### src/rtl/irq_unit_if.sv
// irq_unit_if: single-beat data-bus connection between a bus master and the
// irq_unit register block.
//
// Signals:
//   req    master -> slave  request, held until ack
//   we     master -> slave  1 = write, 0 = read
//   addr   master -> slave  byte offset (bits [1:0] ignored by the slave)
//   wdata  master -> slave  write data
//   rdata  slave -> master  read data, valid with ack and held until next ack
//   ack    slave -> master  single-cycle completion pulse
interface irq_unit_if;
  logic        req;
  logic        we;
  logic [5:0]  addr;
  logic [31:0] wdata;
  logic [31:0] rdata;
  logic        ack;

  modport master (
    output req, we, addr, wdata,
    input  rdata, ack
  );

  modport slave (
    input  req, we, addr, wdata,
    output rdata, ack
  );
endinterface

### src/rtl/irq_unit.sv
// irq_unit: machine-level interrupt sources for the CSR unit.
//   - 64-bit mtime/mtimecmp timer driving MTIP (ip[7])
//   - software interrupt register driving MSIP (ip[3])
//   - edge-triggered external interrupt gateway with pending/enable/claim
//     registers driving MEIP (ip[11])
//
// Ports:
//   clk      core clock
//   rst      asynchronous, active-low reset
//   ext_irq  N_EXT asynchronous external interrupt lines
//   bus      irq_unit_if.slave register bus (req/we/addr/wdata/rdata/ack)
//   ip       32-bit pending vector: bit3 MSIP, bit7 MTIP, bit11 MEIP
//
// Register map (word offsets on addr[5:2]):
//   0x00 MSIP  0x04 mtime lo  0x08 mtime hi  0x0C mtimecmp lo
//   0x10 mtimecmp hi  0x14 PEND (W1C)  0x18 EN  0x1C CLAIM (read clears)
//   0x20 MODE (only with IRQ_LEVEL_EN)
//
// Optional feature: define IRQ_LEVEL_EN to add the MODE register, which makes
// selected lines level-sensitive. Without it every line is edge-triggered and
// 0x20 behaves as an unmapped offset.
module irq_unit #(
  parameter int N_EXT       = 4,
  parameter int SYNC_STAGES = 2
) (
  input  logic             clk,
  input  logic             rst,
  input  logic [N_EXT-1:0] ext_irq,
  irq_unit_if.slave        bus,
  output logic [31:0]      ip
);

  logic        access;
  logic        wr;
  logic        rd;
  logic [3:0]  off;
  logic        unused_addr;

  logic        ack_q;
  logic [31:0] rdata_q;
  logic [31:0] rd_val;

  logic [63:0] mtime;
  logic [63:0] mtimecmp;
  logic        msip;
  logic        mtip_q;
  logic        meip_q;

  logic [SYNC_STAGES-1:0][N_EXT-1:0] sync_q;
  logic [N_EXT-1:0] sync_out;
  logic [N_EXT-1:0] hist;
  logic [N_EXT-1:0] rise;
  logic [N_EXT-1:0] pend;
  logic [N_EXT-1:0] pend_nxt;
  logic [N_EXT-1:0] en;
  logic [N_EXT-1:0] claim_sel;
  logic [4:0]       claim_id;
  logic             claim_hit;
  logic             claim_clr;
`ifdef IRQ_LEVEL_EN
  logic [N_EXT-1:0] mode;
`endif

  // A request is sampled only while ack is low, so a held request completes
  // every second cycle.
  assign access      = bus.req & ~ack_q;
  assign wr          = access & bus.we;
  assign rd          = access & ~bus.we;
  assign off         = bus.addr[5:2];
  assign unused_addr = ^bus.addr[1:0];

  assign bus.ack   = ack_q;
  assign bus.rdata = rdata_q;

  assign ip = {20'b0, meip_q, 3'b0, mtip_q, 3'b0, msip, 3'b0};

  // Synchronizer chain and edge history for the external lines.
  always_ff @(posedge clk or negedge rst) begin
    if (!rst) begin
      sync_q <= '0;
      hist   <= '0;
    end else begin
      sync_q[0] <= ext_irq;
      for (int s = 1; s < SYNC_STAGES; s++) begin
        sync_q[s] <= sync_q[s-1];
      end
      hist <= sync_out;
    end
  end

  assign sync_out = sync_q[SYNC_STAGES-1];
  assign rise     = sync_out & ~hist;

  // Lowest-numbered enabled pending line wins the claim; the loop runs
  // downward so the last match is the lowest index.
  always_comb begin
    claim_hit = 1'b0;
    claim_id  = '0;
    claim_sel = '0;
    for (int i = N_EXT - 1; i >= 0; i--) begin
      if (pend[i] && en[i]) begin
        claim_hit    = 1'b1;
        claim_id     = 5'(i);
        claim_sel    = '0;
        claim_sel[i] = 1'b1;
      end
    end
  end

  assign claim_clr = rd && (off == 4'd7) && claim_hit;

  // Clears are applied before the new edge so a coincident edge wins.
  always_comb begin
    pend_nxt = pend;
    if (wr && (off == 4'd5)) begin
      pend_nxt = pend_nxt & ~bus.wdata[N_EXT-1:0];
    end
    if (claim_clr) begin
      pend_nxt = pend_nxt & ~claim_sel;
    end
    pend_nxt = pend_nxt | rise;
`ifdef IRQ_LEVEL_EN
    pend_nxt = (pend_nxt & ~mode) | (sync_out & mode);
`endif
  end

  // Read multiplexer.
  always_comb begin
    rd_val = '0;
    case (off)
      4'd0: rd_val = {31'b0, msip};
      4'd1: rd_val = mtime[31:0];
      4'd2: rd_val = mtime[63:32];
      4'd3: rd_val = mtimecmp[31:0];
      4'd4: rd_val = mtimecmp[63:32];
      4'd5: rd_val = {{(32-N_EXT){1'b0}}, pend};
      4'd6: rd_val = {{(32-N_EXT){1'b0}}, en};
      4'd7: rd_val = claim_hit ? ({27'b0, claim_id} + 32'd1) : 32'd0;
`ifdef IRQ_LEVEL_EN
      4'd8: rd_val = {{(32-N_EXT){1'b0}}, mode};
`endif
      default: rd_val = '0;
    endcase
  end

  // Bus response: ack one cycle after the sampled request, rdata loaded with it.
  always_ff @(posedge clk or negedge rst) begin
    if (!rst) begin
      ack_q   <= 1'b0;
      rdata_q <= '0;
    end else begin
      ack_q <= access;
      if (access) begin
        rdata_q <= rd_val;
      end
    end
  end

  // Timer: a half-word write replaces that half and suppresses the increment.
  always_ff @(posedge clk or negedge rst) begin
    if (!rst) begin
      mtime    <= '0;
      mtimecmp <= '1;
      mtip_q   <= 1'b0;
    end else begin
      if (wr && (off == 4'd1)) begin
        mtime[31:0] <= bus.wdata;
      end else if (wr && (off == 4'd2)) begin
        mtime[63:32] <= bus.wdata;
      end else begin
        mtime <= mtime + 64'd1;
      end
      if (wr && (off == 4'd3)) begin
        mtimecmp[31:0] <= bus.wdata;
      end
      if (wr && (off == 4'd4)) begin
        mtimecmp[63:32] <= bus.wdata;
      end
      mtip_q <= (mtime >= mtimecmp);
    end
  end

  // Software interrupt, gateway state and MEIP.
  always_ff @(posedge clk or negedge rst) begin
    if (!rst) begin
      msip   <= 1'b0;
      en     <= '0;
      pend   <= '0;
      meip_q <= 1'b0;
`ifdef IRQ_LEVEL_EN
      mode   <= '0;
`endif
    end else begin
      if (wr && (off == 4'd0)) begin
        msip <= bus.wdata[0];
      end
      if (wr && (off == 4'd6)) begin
        en <= bus.wdata[N_EXT-1:0];
      end
`ifdef IRQ_LEVEL_EN
      if (wr && (off == 4'd8)) begin
        mode <= bus.wdata[N_EXT-1:0];
      end
`endif
      pend   <= pend_nxt;
      meip_q <= |(pend & en);
    end
  end

endmodule

### src/flat_wrapper.sv
// flat-port wrapper written by rule: the top's interface ports become plain ports
module irq_unit_flat 
#(
  parameter int N_EXT       = 4,
  parameter int SYNC_STAGES = 2
)
  (clk, rst, ext_irq, ip, bus_req, bus_we, bus_addr, bus_wdata, bus_rdata, bus_ack);
  irq_unit_if bus_i ();
  input  logic clk;
  input  logic rst;
  input  logic [N_EXT-1:0] ext_irq;
  output logic [31:0] ip;
  input wire logic [$bits(bus_i.req)-1:0] bus_req;
  input wire logic [$bits(bus_i.we)-1:0] bus_we;
  input wire logic [$bits(bus_i.addr)-1:0] bus_addr;
  input wire logic [$bits(bus_i.wdata)-1:0] bus_wdata;
  output wire logic [$bits(bus_i.rdata)-1:0] bus_rdata;
  output wire logic [$bits(bus_i.ack)-1:0] bus_ack;
  assign bus_i.req = bus_req;
  assign bus_i.we = bus_we;
  assign bus_i.addr = bus_addr;
  assign bus_i.wdata = bus_wdata;
  assign bus_rdata = bus_i.rdata;
  assign bus_ack = bus_i.ack;
  irq_unit #(.N_EXT(N_EXT), .SYNC_STAGES(SYNC_STAGES)) u_core (.clk(clk), .rst(rst), .ext_irq(ext_irq), .bus(bus_i), .ip(ip));
endmodule
### config.mk
export PLATFORM = sky130hd
export DESIGN_NAME = irq_unit_flat
export DESIGN_NICKNAME = d
export VERILOG_FILES = /design/src/rtl/irq_unit_if.sv /design/src/rtl/irq_unit.sv /design/src/flat_wrapper.sv
export SDC_FILE = /design/constraint.sdc
export NUM_CORES = 1
export LEC_CHECK = 0
export BUFFER_PORTS_ARGS = -buffer_cell sky130_fd_sc_hd__buf_2
export CAP_MARGIN = 20
export CORE_AREA = 4 4 210 171
export DETAILED_ROUTE_END_ITERATION = 8
export DIE_AREA = 0 0 214 175
export PLACE_DENSITY = 0.46
export SETUP_SLACK_MARGIN = 0.3
export SLEW_MARGIN = 5
export SYNTH_ARGS = -nofsm -noshare
export SYNTH_HDL_FRONTEND = slang
export SYNTH_SLANG_ARGS = --single-unit
### constraint.sdc
create_clock -name clk -period 2.73 [get_ports clk]
set_input_delay 0.273 -clock clk [delete_from_list [all_inputs] [get_ports clk]]
set_output_delay 0.273 -clock clk [all_outputs]
set_load 0.01 [all_outputs]
# --- Word-level counts from Yosys, hierarchy flattened ---
# Index checks and enable logic that the tools add are counted.
classes:
  addsub: 2
  bitwise: 13
  reduce_logical: 15
  order_cmp: 1
  n_div: 0
  multipliers: 0
  mux: 19
  eq_ne: 8
  n_shift: 0
ops:
  columns: ["cell", "n"]
  rows:
  - ["one-hot mux 32 bit (8 select lines)", 1]
  - ["2-to-1 mux 32 bit", 4]
  - ["adder 64 x 1 -> 64 bit, second input constant", 1]
  - [">= comparator 64 bit", 1]
  - ["2-to-1 mux 4 bit", 6]
  - ["bitwise AND 4 bit", 4]
  - ["== test 4 x 3 -> 1 bit, second input constant", 4]
  - ["2-to-1 mux 5 bit", 3]
  - ["logical AND 1 bit", 13]
  - ["NOT 4 bit", 3]
  - ["== test 4 x 2 -> 1 bit, second input constant", 2]
  - ["adder 5 x 1 -> 6 bit, second input constant", 1]
  - ["== test 4 x 1 -> 1 bit, second input constant", 1]
  - ["zero test 4 bit", 1]
  - ["2-to-1 mux 1 bit", 4]
  - ["bitwise OR 4 bit", 1]
  - ["OR reduction 4 bit", 1]
  - ["bitwise AND 1 bit", 3]
  - ["2-to-1 mux 2 bit", 1]
  - ["inequality test 2 x 1 -> 1 bit, second input constant", 1]
  - ["NOT 1 bit", 2]
word_totals:
  mem_count: 0
  rom_bits: 0
  ramBits: 0
  register_bits: 184
  out_inout_bits: 65
  latch_bits: 0
  word_cells: 72

# --- Logic depth before layout (Yosys ltp) ---
# Gate-level depths: netlist of run 1.
depth:
  word_depth: 9
  depth_mapped: 9
  mapped_depth_nobuf: 8

# --- Worst setup path before layout of run 1 ---
# OpenSTA, ideal clock, no wires.
synth_path:
  kind: "flip-flop to flip-flop"
  startpoint: "register u_core.mtimecmp[61]"
  endpoint: "register u_core.mtip_q"
  arrival_ns: 2.431
  period_less_slack_ns: 2.514
  t_required_ns: 2.647
  slack_ns: 0.216
  stages_incl_launch_ff: 8
  cell_sequence: "dfstp_2 > inv_1 > ha_1 > nand4_1 > or4_1 > or3_1 > or4_1 > o21ai_0"
synth_via:
  elab_chain_cells: 1
synth_rtl:
  columns: ["element", "line_no", "text"]
  rows:
  - ["start: declaration", "irq_unit.sv:44", "logic [63:0] mtimecmp;"]
  - ["start signal: assignment", "irq_unit.sv:177", "mtimecmp[63:32] <= bus.wdata;"]
  - [">= comparator 64 bit", "irq_unit.sv:179", "mtip_q <= (mtime >= mtimecmp);"]
  - ["end signal: assignment", "irq_unit.sv:179", null]
  - ["end: declaration", "irq_unit.sv:46", "logic mtip_q;"]
# Every way passes these cells.
# A chain may end at the register's enable or synchronous reset.

# --- Worst setup path in the final report of run 1 ---
layout_path:
  startpoint: "register u_core.mtimecmp[49]"
  endpoint: "register u_core.mtip_q"
# Same word-level chain as after synthesis.

==> results of run 1 <==
layout make-up:
type | count | share of cell area [%]
sequential | 184 | 34.8
clock buffer | 19 | 3.37
timing repair buffer | 177 | 9.12
multi-input combinational | 902 | 45.4
inverter | 71 | 1.98
clock inverter | 13 | 1.25
tap | 434 | 4.03
per-stage QoR:
stage / cells / utilization [%] / hold slack [ps] / total power (uW) / cell area [um^2]
2_1_floorplan: 1263 / - / -22.6 / 5660 / 11500
3_3_place_gp: 1755 / 37.8 / 334 / 6810 / 12700
3_5_place_dp: 1755 / 37.8 / 335 / 6850 / 12700
4_1_cts: 1797 / 39.9 / 41.7 / 9670 / 13400
5_1_grt: 1800 / 40.1 / 67.6 / 10300 / 13500
6_report: 1800 / 40.1 / 60.3 / 9630 / 13500
flip-flops by register name, summed over array words and instances (netlist names):
register / cells
u_core.hist: 4
u_core.bus.rdata: 32
u_core.msip: 1
u_core.meip_q: 1
u_core.sync_q: 4
u_core.sync_out: 4
u_core.mtip_q: 1
u_core.mtimecmp: 64
u_core.pend: 4
u_core.en: 4
u_core.mtime: 64
u_core.bus.ack: 1
logic make-up (layout without fill, tap and decap cells):
group                    after synthesis  count (layout)  synth area share, %
other                                  1              29               0.0329
multiplexers                          65              65                 6.39
buffers and inverters                177             280                 7.07
AO/OA/AOI/OAI                        313             313                 19.4
AND/OR/NAND/NOR                      427             427                 18.6
adder cells (fa/ha/maj)               66              66                 7.25
flip-flops                           184             184                 41.1
XOR/XNOR                               2               2                0.154
what timing repair did:
action | CTS | global route
hold buffers | 5 | 0
setup buffers | 5 | 3
hold endpoints to repair | 54 | 0
gates resized for setup | 6 | 6
pin swaps | 7 | 0
endpoints found under the setup margin | 6 | 23
worst max-delay path by stage:
stage / cells after the start / slack, ps / end / from
floorplan: 7 / 320 / u_core.mtip_q / u_core.mtimecmp[58]
global placement: 9 / 50 / u_core.mtip_q / u_core.mtime[0]
detailed placement: 7 / 60 / u_core.mtip_q / u_core.mtimecmp[58]
CTS: 7 / 140 / u_core.mtip_q / u_core.mtimecmp[49]
global route: 7 / 80 / u_core.mtip_q / u_core.mtimecmp[58]
finish: 7 / 150 / u_core.mtip_q / u_core.mtimecmp[49]
layout by cell type (no fill, tap or decap), types with 29 or more instances in the layout:
cell type / netlist / routed
a21oi_1: 39 / 39
a221oi_1: 34 / 34
a22o_1: 37 / 37
a22oi_1: 35 / 35
buf_2: 11 / 78
buf_4: 34 / 87
conb_1: 1 / 29
dfrtp_1: 120 / 119
dfstp_2: 64 / 64
ha_1: 66 / 63
inv_1: 70 / 70
mux2_2: 62 / 62
nand2_1: 129 / 129
nand3_1: 62 / 61
nand4_1: 32 / 32
nor2_1: 103 / 101
o21ai_0: 69 / 68
metal layers:
layer | vias to the layer above | GRT usage (%) | part of all wire [%]
li1 | 4782 | - | -
met1 | 5036 | 32.4 | 51
met2 | 302 | 29.9 | 42
met3 | 34 | 4.09 | 5.9
met4 | 0 | 4.75 | 1.4
met5 | - | 0 | 0
power by group through the flow:
stage	Combinational (uW)	Clock (uW)	Sequential, uW
after floorplan	1750	0	3900
after global placement	2880	0	3930
after detailed placement	2900	0	3950
after CTS	2990	2790	3900
after global routing	3380	2880	3990
final	3010	2720	3900
critical path, stage by stage, from the launching register on:
cell	delay, ps
dfstp_2	530
inv_1	50
ha_1	290
nand4_1	190
or4_4	580
or3_1	330
or4_1	410
o21ai_1	130
==> results.sh, run 1 <==
export IMPL_p_int_uw=6200
export IMPL_final_nets=1465
export IMPL_die_area_mm2=0.0375
export IMPL_p_comb_share_pct=31.3
export IMPL_drt_wl_total_mm=39.5
export IMPL_num_rows=60
export IMPL_yosysMostFrequentCell="nand2_1"
export IMPL_arrival_ps=2970
export IMPL_outcome="finished clean"
export IMPL_worstSetupEndpointType="flop"
export IMPL_finClkSkew_ps=11.2
export IMPL_leakagePower_uw=0.00579
export IMPL_ant_nets=0
export IMPL_synth_common_cells="nand2_1 (129), dfrtp_1 (120), nor2_1 (103)"
export IMPL_initialDrtViolationCount=856
export IMPL_clkSlewWorstSetupHoldPaths_ps=70
export IMPL_rsz0062_at_grt="true"
export IMPL_synth_area_top_cells="dfrtp_1 (26%), dfstp_2 (15%), ha_1 (7.2%)"
export IMPL_async_reset_ff_share_pct=100
export IMPL_clkPwrFrac_pct=28.2
export IMPL_timing_slew_headroom_pct=46.4
export IMPL_powerDensity_mw_per_mm2=715
export IMPL_final_hold_violation_count=0
export IMPL_fillers=3312
export IMPL_gr_total_overflow=0
export IMPL_min_period_ps=2580
export IMPL_io_buffers=79
export IMPL_tightestPinTransition_ps=801
export IMPL_layout_setup_ws_ps=146
export IMPL_ys_seq_area_share_pct=41.1
export IMPL_start_util_pct=34.0
export IMPL_reg2regPathDepth=7
export IMPL_die_y_um=175
export IMPL_slew_viol_final=0
export IMPL_netlist_area_leader_share_pct=26.3
export IMPL_die_x_um=214
export IMPL_num_io_pins=111
export IMPL_synth_yosys_warnings=0
export IMPL_synthDistinctLibCells=72
export IMPL_grt_pass1_vias=9654
export IMPL_ys_ff_latch=184
export IMPL_clock_sinks=184
export IMPL_multiInputGateArea_mm2=0.00612
export IMPL_antenna_diode_count=0
export IMPL_max_freq_mhz=387
export IMPL_regArea_mm2=0.00469
export IMPL_hp_start="bus_wdata[5]"
export IMPL_hold_class="input pin to flop"
export IMPL_antenna_found_initial=0
export IMPL_post_place_ws_ps=61.1
export IMPL_ir_drop_mv=0.435
export IMPL_grt_pass1_wl_mm=60.6
export IMPL_routabilityCongestion=0.858
export IMPL_crit_reg2reg_capture="u_core.mtip_q"
export IMPL_netlist_area_mm2=0.0114
export IMPL_vias_per_cell=5.64
export IMPL_core_mm2=0.0336
export IMPL_grt_max_degree=71
export IMPL_netSwitchingFraction_pct=35.6
export IMPL_clockBufferDepth=2
export IMPL_cts_htree_levels=4
export IMPL_drc_errors=0
export IMPL_dp_hpwl_mm=28.6
export IMPL_yosys_most_used_dff="dfrtp_1"
export IMPL_synth_edf_count=0
export IMPL_dr_pass1_iters=6
export IMPL_synth_top_area_cell="dfrtp_1"
export IMPL_cts_tree="yes"
export IMPL_critPathKind="flop to flop"
export IMPL_critPathRequiredTime_ps=3120
export IMPL_drive_gt1_share_pct=26.2
export IMPL_holdPathEnd="u_core.mtimecmp[37]"
export IMPL_area_growth_pct=18.1
export IMPL_power_frac_seq_pct=40.5
export IMPL_synth_cells=1235
export IMPL_gr_usage_all_layers_pct=20.9
export IMPL_numCtsBuffers=17
export IMPL_cts_root_buf="clkbuf_16"
export IMPL_clk_latency_ps=460
export IMPL_holdPathStages=3
export IMPL_drv_cap=0
export IMPL_cp_max_fo=2
export IMPL_synth_avg_cell_area_um2=9.23
export IMPL_tns_ps=0
export IMPL_wire_per_inst_um=21.9
export IMPL_rr_startpoint="u_core.mtimecmp[49]"
export IMPL_start_kind="flop"
export IMPL_switching_power_uw=3430
export IMPL_finalSetupViolCount=0
export IMPL_rrSetupSlack_ps=150
export IMPL_period_share_pct=94.7
export IMPL_num_vias=10200
Note: power is estimated with default switching activity, not from simulation.
==> run 2: changes to the inputs <==
--- a/config.mk
+++ b/config.mk
@@ -7,10 +7,10 @@
 export LEC_CHECK = 0
 export BUFFER_PORTS_ARGS = -buffer_cell sky130_fd_sc_hd__buf_2
 export CAP_MARGIN = 20
-export CORE_AREA = 4 4 210 171
+export CORE_AREA = 4 4 160 131
 export DETAILED_ROUTE_END_ITERATION = 8
-export DIE_AREA = 0 0 214 175
-export PLACE_DENSITY = 0.46
+export DIE_AREA = 0 0 164 135
+export PLACE_DENSITY = 0.75
 export SETUP_SLACK_MARGIN = 0.3
 export SLEW_MARGIN = 5
 export SYNTH_ARGS = -nofsm -noshare
==> results.sh, run 2 (same netlist as run 1, synthesis figures left out) <==
export IMPL_outcome="finished clean"
export IMPL_post_place_ws_ps=-100
export IMPL_fillers=1569
export IMPL_timing_slew_headroom_pct=55.6
export IMPL_cp_cell_sequence="inv_1, ha_1, nand4_1, or4_4, or3_4, or4_4, o21ai_2"
export IMPL_num_rows=46
export IMPL_max_freq_mhz=384
export IMPL_crit_reg2reg_capture="u_core.mtip_q"
export IMPL_cpPeakStageDelay_ps=590
export IMPL_reg2regPathDepth=7
export IMPL_grt_pass1_vias=9839
export IMPL_num_vias=10500
export IMPL_ant_nets=0
export IMPL_drt_wl_total_mm=34.5
export IMPL_cts_tree="yes"
export IMPL_period_share_pct=95.3
export IMPL_final_util_pct=67.6
export IMPL_drive_gt1_share_pct=27.1
export IMPL_layout_cells_non_filler=1616
export IMPL_regArea_mm2=0.00470
export IMPL_min_period_ps=2600
export IMPL_fin_area_mm2=0.0132
export IMPL_tightestPinTransition_ps=666
export IMPL_rsz0062_at_grt="true"
export IMPL_clk_latency_ps=450
export IMPL_antenna_found_initial=0
export IMPL_clkSlewWorstSetupHoldPaths_ps=80
export IMPL_worstSetupEndpointType="flop"
export IMPL_gr_total_overflow=0
export IMPL_grt_max_degree=77
export IMPL_clockBufferDepth=2
export IMPL_hp_start="bus_wdata[6]"
export IMPL_report_power_total_uw=9410
export IMPL_critPathKind="flop to flop"
export IMPL_rr_startpoint="u_core.mtimecmp[49]"
export IMPL_wire_per_inst_um=21.3
export IMPL_cp_max_fo=2
export IMPL_hold_class="input pin to flop"
export IMPL_io_buffers=79
export IMPL_die_y_um=135
export IMPL_final_hold_violation_count=0
export IMPL_placed_cells=1572
export IMPL_grt_pass1_wl_mm=54.5
export IMPL_clock_sinks=184
export IMPL_dp_hpwl_mm=24.0
export IMPL_slowest_stage="or4_4"
export IMPL_dr_pass1_iters=6
export IMPL_powerDensity_mw_per_mm2=716
export IMPL_holdPathEnd="u_core.mtimecmp[38]"
export IMPL_leakagePower_uw=0.00569
export IMPL_rrSetupSlack_ps=130
export IMPL_gr_usage_all_layers_pct=31.4
export IMPL_routabilityCongestion=0.932
export IMPL_cpMostUsedCell="or4_4"
export IMPL_cts_htree_levels=4
export IMPL_drc_errors=0
export IMPL_area_growth_pct=15.4
export IMPL_core_mm2=0.0195
export IMPL_cts_root_buf="clkbuf_16"
export IMPL_final_common_cell="nand2_1"
export IMPL_start_util_pct=58.6
export IMPL_initialDrtViolationCount=1281
export IMPL_numCtsBuffers=17
export IMPL_ir_drop_mv=0.428
export IMPL_antenna_diode_count=0
export IMPL_final_nets=1451
export IMPL_mostFrequentLayoutCells="nand2_1 (129), dfrtp_1 (106), nor2_1 (101), buf_2 (78), buf_4 (75)"
export IMPL_multiInputGateArea_mm2=0.00615
export IMPL_drv_cap=0
export IMPL_die_x_um=164
export IMPL_arrival_ps=2980
export IMPL_finalSetupViolCount=0
export IMPL_slew_viol_final=0
export IMPL_holdPathStages=3
export IMPL_critPathRequiredTime_ps=3110
export IMPL_start_kind="flop"
export IMPL_place_area_mm2=0.0123
export IMPL_layout_setup_ws_ps=128
export IMPL_num_io_pins=111
export IMPL_die_area_mm2=0.0221
export IMPL_finClkSkew_ps=15.0
export IMPL_vias_per_cell=6.50
## run 2: how the worst max path moves through the flow
stage | cells after the start | slack (ps) | end | startpoint
after global placement | 8 | -100 | u_core.mtip_q | u_core.mtime[0]
final | 7 | 130 | u_core.mtip_q | u_core.mtimecmp[49]
after CTS | 7 | 180 | u_core.mtip_q | u_core.mtimecmp[49]
after floorplan | 7 | 320 | u_core.mtip_q | u_core.mtimecmp[58]
after detailed placement | 8 | -100 | u_core.mtip_q | u_core.mtime[0]
after global routing | 7 | 70 | u_core.mtip_q | u_core.mtimecmp[56]
## run 2: area by class of cell
class / count / share of cell area, %
Timing Repair Buffer: 163 / 8.34
Inverter: 71 / 2.03
Clock inverter: 15 / 1.33
Clock buffer: 17 / 3.24
Tap cell: 264 / 2.51
Multi-Input combinational cell: 902 / 46.8
Sequential cell: 184 / 35.8
## run 2: layer usage
metal / up-vias / wire [um] / GRT usage (%)
met5: - / 0 / 0
met4: 0 / 758 / 8.38
met3: 69 / 3980 / 7.02
met2: 624 / 14900 / 46.0
met1: 5087 / 14800 / 47.1
li1: 4728 / - / -
## run 2: through the flow
step / setup TNS [ps] / hold WS, ps
floorplan: 0 / -22.6
global placement: -100 / 332
detailed placement: -100 / 335
CTS: 0 / 75.3
global route: 0 / 89.8
finish: 0 / 79.3
## run 2: worst max-delay path, delay by kind of cell (launching register included)
family                     cells  cell delay (ps)
and+or+nand+nor                4             1550
AOI/OAI and AO/OA              1              120
adders and majority gates      1              290
buffers and inverters          1               60
DFF                            1              540
## run 2: power by group
part	switching [uW]	total (uW)	internal, uW	leakage (uW)
registers	617	4030	3410	0.00208
clock network	1260	2580	1320	0.000289
logic	1580	2800	1230	0.00332
total	3460	9410	5960	0.00569
## run 2: what timing repair did
| action | CTS | global route |
|---|---|---|
| endpoints found under the hold margin | 53 | 0 |
| buffers inserted | 1 | 6 |
| pin swaps | 5 | 8 |
| gates resized for setup | 6 | 29 |
| endpoints found under the setup margin | 4 | 19 |
| hold buffers | 5 | 0 |
